**src/rtl/seq_divider_16bit.sv**
```systemverilog
// seq_divider_16bit: restoring unsigned divider q=a/b r=a%b; in clk rst_n start a b, out busy done q r div_by_zero
module seq_divider_16bit #(
  parameter int WIDTH = 16
) (
  input  logic             clk,
  input  logic             rst_n,
  input  logic             start,
  input  logic [WIDTH-1:0] a,
  input  logic [WIDTH-1:0] b,
  output logic             busy,
  output logic             done,
  output logic [WIDTH-1:0] q,
  output logic [WIDTH-1:0] r,
  output logic             div_by_zero
);
  localparam int CW = $clog2(WIDTH);
  typedef enum logic {IDLE, RUN} state_t;
  state_t state, state_nx;
  logic [WIDTH-1:0] dvd, dvs, dvd_nx, rem, rem_nx;
  logic [WIDTH:0] rem_sh, diff;
  logic [CW-1:0] cnt;
  logic ge, last, accept;
  always_comb begin
    rem_sh = {rem, dvd[WIDTH-1]};
    diff = rem_sh - {1'b0, dvs};
    ge = !diff[WIDTH];
    rem_nx = ge ? diff[WIDTH-1:0] : rem_sh[WIDTH-1:0];
    dvd_nx = {dvd[WIDTH-2:0], ge};
    last = cnt == CW'(WIDTH - 1);
    accept = state == IDLE && start;
  end
  always_ff @(posedge clk)
    if (!rst_n) state <= IDLE;
    else state <= state_nx;
  always_comb
    state_nx = state == IDLE ? (accept && b != '0 ? RUN : IDLE) : (last ? IDLE : RUN);
  always_comb busy = state == RUN;
  always_ff @(posedge clk)
    if (!rst_n) begin
      done <= 1'b0;
      q <= '0;
      r <= '0;
      div_by_zero <= 1'b0;
      dvd <= '0;
      dvs <= '0;
      rem <= '0;
      cnt <= '0;
    end else begin
      done <= 1'b0;
      if (accept && b == '0) begin
        q <= '1;
        r <= a;
        div_by_zero <= 1'b1;
        done <= 1'b1;
      end else if (accept) begin
        dvd <= a;
        dvs <= b;
        rem <= '0;
        cnt <= '0;
      end else if (state == RUN) begin
        dvd <= dvd_nx;
        rem <= rem_nx;
        cnt <= cnt + 1'b1;
        if (last) begin
          q <= dvd_nx;
          r <= rem_nx;
          div_by_zero <= 1'b0;
          done <= 1'b1;
        end
      end
    end
endmodule

```
**config.mk**
```make
export PLATFORM = sky130hd
export DESIGN_NAME = seq_divider_16bit
export DESIGN_NICKNAME = d
export VERILOG_FILES = /design/src/rtl/seq_divider_16bit.sv
export SDC_FILE = /design/constraint.sdc
export NUM_CORES = 1
export LEC_CHECK = 0
export BUFFER_PORTS_ARGS = -buffer_cell sky130_fd_sc_hd__buf_4
export CORE_ASPECT_RATIO = 1.5
export CORE_MARGIN = 2
export CORE_UTILIZATION = 55
export DETAILED_ROUTE_END_ITERATION = 16
export GPL_TIMING_DRIVEN = 0
export MAX_ROUTING_LAYER = met4
export PLACE_DENSITY = 0.77
export SKIP_CTS_REPAIR_TIMING = 1
export SLEW_MARGIN = 30
export SYNTH_ARGS = -nofsm -noshare
export SYNTH_HDL_FRONTEND = slang
export SYNTH_SLANG_ARGS = --single-unit
```
**constraint.sdc**
```tcl
create_clock -name clk -period 3.3 [get_ports clk]
set_input_delay 0 -clock clk [delete_from_list [all_inputs] [get_ports clk]]
set_output_delay 0 -clock clk [all_outputs]
set_load 0.01 [all_outputs]
```
Word level (Yosys, flattened, before mapping)
Index checks and enable logic that the tools add are counted.

cells by class
  $lt $le $gt $ge = 0
  divide/modulo/power cells = 0
  add/sub/neg operators = 2
  bitwise gates (word level) = 2
  shift-type cells = 0
  reduce and logical (&&, ||, !) cells = 12
  multiply operators = 0
  equal/unequal tests = 2
  multiplexer cells = 26

operator list
  cell                   count
  $mux W16               13
  $sub A17 B16 Y17       1
  $logic_not A16 Y1      1
  $reduce_bool A16 Y1    1
  $mux W1                11
  $mux W4                2
  $reduce_bool A2 Y1     3
  $add A4 B1 Y4 const B  1
  $eq A4 B4 Y1 const B   1
  $reduce_and A2 Y1      2
  $logic_and A1 B1 Y1    3
  $reduce_and A3 Y1      1
  $ne A2 B1 Y1 const B   1
  $not A1 Y1             2
  $logic_not A1 Y1       1

storage, ports and cells
  memories = 0
  register bits after elaboration = 87
  bits in latches = 0
  bits in writable memories = 0
  bits in read-only memories = 0
  bits of input ports = 35

Longest topological paths before layout
  word-level depth = 6
  gate-level depth with buffers = 11
  gate-level depth less buffers = 10

Worst setup path before layout
No wires, ideal clock.

  path type = flip-flop to flip-flop
  start = register dvd[15]
  end = register rem[15]
  library setup time = 0.117 ns
  stages on the path, launching flop included = 12
  path slack = 0.817 ns
  buffers on the path = 1
  required time = 3.183 ns
  data arrival time = 2.366 ns
  cells stage by stage = dfxtp_1 inv_1 ha_1 fa_1 nand2b_1 a31oi_1 o21a_2 a21oi_4 xnor2_2 buf_6 nand4_1 a32o_1

between the ends
  word-level cells in the longest chain between the ends = 4

ends and longest elaborated chain
  item                      RTL line  source
  start: declaration        19        logic [WIDTH-1:0] dvd, dvs, dvd_nx, rem, rem_nx;
  start signal: assignment  61        dvd <= dvd_nx;
  $sub A17 B16 Y17          25        diff = rem_sh - {1'b0, dvs};
  $mux W16                  27        rem_nx = ge ? diff[WIDTH-1:0] : rem_sh[WIDTH-1:0];
  $mux W16                  60        end else if (state == RUN) begin
  $mux W16                  55        end else if (accept) begin
  end signal: assignment    62        rem <= rem_nx;
  end: declaration          19

Every way passes these cells. The select of a mux whose other input is x is not followed.
A chain may end at the register's enable or synchronous reset.

Worst setup path after layout
  start = register dvd[15]
  end = register r[3]

between the ends
  word-level cells in the longest chain between the ends = 6

ends and longest elaborated chain
  item                    RTL line  source
  $sub A17 B16 Y17        25
  $mux W16                27
  $mux W16                64        if (last) begin
  $mux W16                60
  $mux W16                55
  $mux W16                50        if (accept && b == '0) begin
  end signal: assignment  66        r <= rem_nx;
  end: declaration        13        output logic [WIDTH-1:0] r,

Every way passes these cells. The select of a mux whose other input is x is not followed.

==> impl_metrics.prom <==
# TYPE chip_impl_metric gauge
chip_impl_metric{name="share_of_total_power_consumed_by_net_switching",unit=""} 0.4195
chip_impl_metric{name="clk_pin_slew",unit="ns"} 0.06
chip_impl_metric{name="routed_vias_inst",unit=""} 6.212
chip_impl_metric{name="ant_nets",unit=""} 0
chip_impl_metric{name="post-route-period-util",unit=""} 0.9063
chip_impl_info{name="ys_top_cells_by_count",value="87 x sky130_fd_sc_hd__dfxtp_1, 64 x sky130_fd_sc_hd__nand2_1, 51 x sky130_fd_sc_hd__nor2_1"} 1
chip_impl_metric{name="insertion_delay",unit="ns"} 0.34
chip_impl_info{name="critical_path_class",value="reg2reg"} 1
chip_impl_metric{name="fin_total_pwr",unit="mW"} 4.862
chip_impl_metric{name="setup-tns-final",unit="ns"} 0
chip_impl_metric{name="num_vias",unit=""} 5032
chip_impl_metric{name="hold_slack",unit="ns"} -0.02449
chip_impl_info{name="synth_top_area_cells",value="sky130_fd_sc_hd__dfxtp_1 36%, sky130_fd_sc_hd__mux2i_1 6.6%, sky130_fd_sc_hd__a21oi_1 5.1%"} 1
chip_impl_metric{name="post-route-min-period",unit="ns"} 2.991
chip_impl_metric{name="row_count",unit=""} 42
chip_impl_metric{name="chipHeight",unit="um"} 119.2
chip_impl_info{name="tritoncts",value="built"} 1
chip_impl_metric{name="relative_contribution_of_sequential_cells_to_total_power",unit=""} 0.252
chip_impl_info{name="unrepaired_setup_endpoints_after_global_routing",value="no"} 1
chip_impl_metric{name="grt_start_max_net_pins",unit=""} 15
chip_impl_metric{name="synth_area",unit="um2"} 4870
chip_impl_metric{name="combinationalPowerShare",unit=""} 0.541
chip_impl_metric{name="irDropWorstVdd",unit="uV"} 770.3
chip_impl_metric{name="final_routed_drc_violation_total",unit=""} 0
chip_impl_metric{name="grt_antenna_before_repair",unit=""} 0
chip_impl_metric{name="grt_util_all_layers",unit=""} 0.3161
chip_impl_metric{name="gp_congestion",unit=""} 0.9564
chip_impl_info{name="synth-main-ff-cell",value="sky130_fd_sc_hd__dfxtp_1"} 1
chip_impl_metric{name="cts_buf_count",unit=""} 9
chip_impl_metric{name="synthDistinctLibCells",unit=""} 68
chip_impl_metric{name="h-tree-depth",unit=""} 3
chip_impl_info{name="result_of_the_run",value="finished, violations left"} 1
chip_impl_metric{name="postSynthCellCount",unit=""} 597
chip_impl_metric{name="grt_first_pass_wirelength",unit="um"} 23180
chip_impl_metric{name="clock_path_buffers",unit=""} 2
chip_impl_metric{name="max_cap_violations",unit=""} 0
chip_impl_metric{name="detailed_place_hpwl",unit="um"} 11240
chip_impl_metric{name="routedWlPerCell",unit="um"} 18.51
chip_impl_info{name="failed_checks",value="negative hold slack"} 1
chip_impl_info{name="critPathLaunchType",value="register"} 1
chip_impl_metric{name="ys_seq_area_frac",unit=""} 0.3577
chip_impl_metric{name="final_net_count",unit=""} 748
chip_impl_metric{name="register_bit_count_reported_by_yosys",unit=""} 87
chip_impl_metric{name="num_antenna_cells",unit=""} 0
chip_impl_metric{name="cellPowerDensity",unit="nW/um2"} 810.8
chip_impl_metric{name="synth_edf_count",unit=""} 0
chip_impl_metric{name="timing.final.hold_violations",unit=""} 9
chip_impl_metric{name="fp.dieW",unit="um"} 80.83
chip_impl_info{name="synthMostInstantiatedCell",value="sky130_fd_sc_hd__dfxtp_1"} 1
chip_impl_metric{name="initial_cell_density_of_the_core",unit=""} 0.5582
chip_impl_metric{name="grt_remaining_overflow",unit=""} 0
chip_impl_metric{name="share_clk_of_total_power",unit=""} 0.207
chip_impl_metric{name="setup_viol_count_final",unit=""} 0
chip_impl_metric{name="grt_pass1_vias",unit=""} 4795
chip_impl_info{name="holdCritPathClass",value="in2reg"} 1
chip_impl_metric{name="fp.dieArea",unit="um2"} 9638
chip_impl_metric{name="synthesis.yosys.warnings",unit=""} 0
chip_impl_metric{name="cts.sink_count",unit=""} 87
chip_impl_info{name="crit_path_end_kind",value="register"} 1
chip_impl_metric{name="drt_initial_violations",unit=""} 365
chip_impl_metric{name="placement.io_buffers",unit=""} 69
chip_impl_metric{name="worstPathArrival",unit="ns"} 3.18
chip_impl_metric{name="synthesis.area_per_instance",unit="um2"} 8.157
chip_impl_metric{name="relSlewSlack",unit=""} 0.4979
chip_impl_metric{name="flow.area_growth_from_synthesis",unit="%"} 23.15
chip_impl_metric{name="coreArea",unit="um2"} 8723
chip_impl_info{name="clockRootBuffer",value="sky130_fd_sc_hd__clkbuf_16"} 1
chip_impl_metric{name="drv_slew",unit=""} 0
chip_impl_metric{name="finalCoreUtilization",unit=""} 0.6875
chip_impl_metric{name="async_reset_ff_frac",unit=""} 0
chip_impl_metric{name="boundaryPins",unit=""} 70
chip_impl_metric{name="maxClockFrequency",unit="GHz"} 0.3344
chip_impl_metric{name="worstPathRequired",unit="ns"} 3.49
chip_impl_metric{name="power.static_leakage",unit="nW"} 2.464
chip_impl_metric{name="path_max_fanout",unit=""} 10
chip_impl_metric{name="p_sw",unit="mW"} 2.040
chip_impl_metric{name="drt_pre_antenna_iters",unit=""} 6
chip_impl_metric{name="drive_above_1_share",unit=""} 0.1557
chip_impl_metric{name="tightest_slew",unit="ns"} 0.7532
chip_impl_metric{name="p_int",unit="mW"} 2.823
chip_impl_metric{name="synth_top_area_share",unit=""} 0.3577
chip_impl_info{name="synth_top_cell_by_area",value="sky130_fd_sc_hd__dfxtp_1"} 1
chip_impl_metric{name="routed_wire_length",unit="um"} 14990
chip_impl_metric{name="skew",unit="ns"} 0.006443
chip_impl_metric{name="syn-num-nets",unit=""} 650
[stage by stage]
step | setup WS (ns) | std cells | instance area [um2]
after floorplan | 0.8167 | 597 | 4870
after global placement | 0.4169 | 776 | 5525
after detailed placement | 0.4000 | 776 | 5525
after CTS | 0.3599 | 792 | 5817
after global routing | 0.1410 | 810 | 5997
final | 0.3093 | 810 | 5997
[layout by cell type (no fill, tap or decap), types with 17 or more instances in the layout]
| cell | n |
|---|---|
| sky130_fd_sc_hd__a211oi_1 | 20 |
| sky130_fd_sc_hd__a21oi_1 | 50 |
| sky130_fd_sc_hd__buf_4 | 69 |
| sky130_fd_sc_hd__clkbuf_1 | 30 |
| sky130_fd_sc_hd__dfxtp_1 | 87 |
| sky130_fd_sc_hd__dlygate4sd3_1 | 18 |
| sky130_fd_sc_hd__ha_1 | 17 |
| sky130_fd_sc_hd__inv_1 | 30 |
| sky130_fd_sc_hd__mux2i_1 | 32 |
| sky130_fd_sc_hd__nand2_1 | 64 |
| sky130_fd_sc_hd__nand3_1 | 18 |
| sky130_fd_sc_hd__nor2_1 | 51 |
| sky130_fd_sc_hd__o21ai_0 | 33 |
[worst max-delay path, cell delays in order (launching register included)]
cell                       delay [ns]
sky130_fd_sc_hd__dfxtp_1         0.39
sky130_fd_sc_hd__inv_1           0.08
sky130_fd_sc_hd__ha_1            0.25
sky130_fd_sc_hd__fa_1            0.42
sky130_fd_sc_hd__nand2b_1        0.20
sky130_fd_sc_hd__a31oi_1         0.28
sky130_fd_sc_hd__o21a_2          0.27
sky130_fd_sc_hd__a21oi_4         0.11
sky130_fd_sc_hd__buf_6           0.16
sky130_fd_sc_hd__and3_1          0.18
sky130_fd_sc_hd__nor3_1          0.35
sky130_fd_sc_hd__o22ai_1         0.17
[power by group through the flow]
stage	combinational (mW)	sequential [mW]	clock, mW
final	2.63	1.23	1.00
after global routing	2.85	1.24	1.06
after CTS	2.57	1.22	1.01
after detailed placement	2.56	1.24	0
after global placement	2.50	1.24	0
after floorplan	2.02	1.21	0
[sequential cells by signal (all words and copies together), names as in the netlist]
name	flops
rem	16
cnt	4
div_by_zero	1
dvd	16
q	16
r	16
done	1
busy	1
dvs	16
[logic make-up (layout without fill, tap and decap cells)]
kind of cell / Yosys count / count (layout) / synth area share
simple gates: 203 / 203 / 0.2048
xor+xnor: 10 / 10 / 0.01953
mux: 32 / 32 / 0.06578
fa+ha+maj: 18 / 18 / 0.04779
buf+inv: 70 / 173 / 0.05884
compound gates: 177 / 177 / 0.2456
flops: 87 / 87 / 0.3577
[worst paths after layout]
check,startpoint,to,slack [ns],cells past startpoint
worst max register to register,dvd[15],r[3],0.31,11
worst min-delay path,a[11],r[11],-0.02,3
worst max-delay path,dvd[15],r[3],0.31,11
worst min register to register,dvs[12],dvs[12],0.46,2
[metal layers]
layer  vias to the layer above  global-route usage  wire [um]
met3                        60             0.04697        894
met4                         0              0.1822        875
met2                       219              0.5475       7770
met1                      2405              0.3324       5452
met5                         -                   -          0
li1                       2348                   -          -
[layout make-up]
cell class | count | area (um2)
multi-input cells | 440 | 2841
fillers | 724 | 2726
well taps | 110 | 137.6
repair buffers | 87 | 698.2
clock inverters | 5 | 58.81
clock buffers | 11 | 232.7
plain buffers | 40 | 173.9
inverters | 30 | 112.6
flip-flops and latches | 87 | 1742
Power figures use the tool's default switching activity.
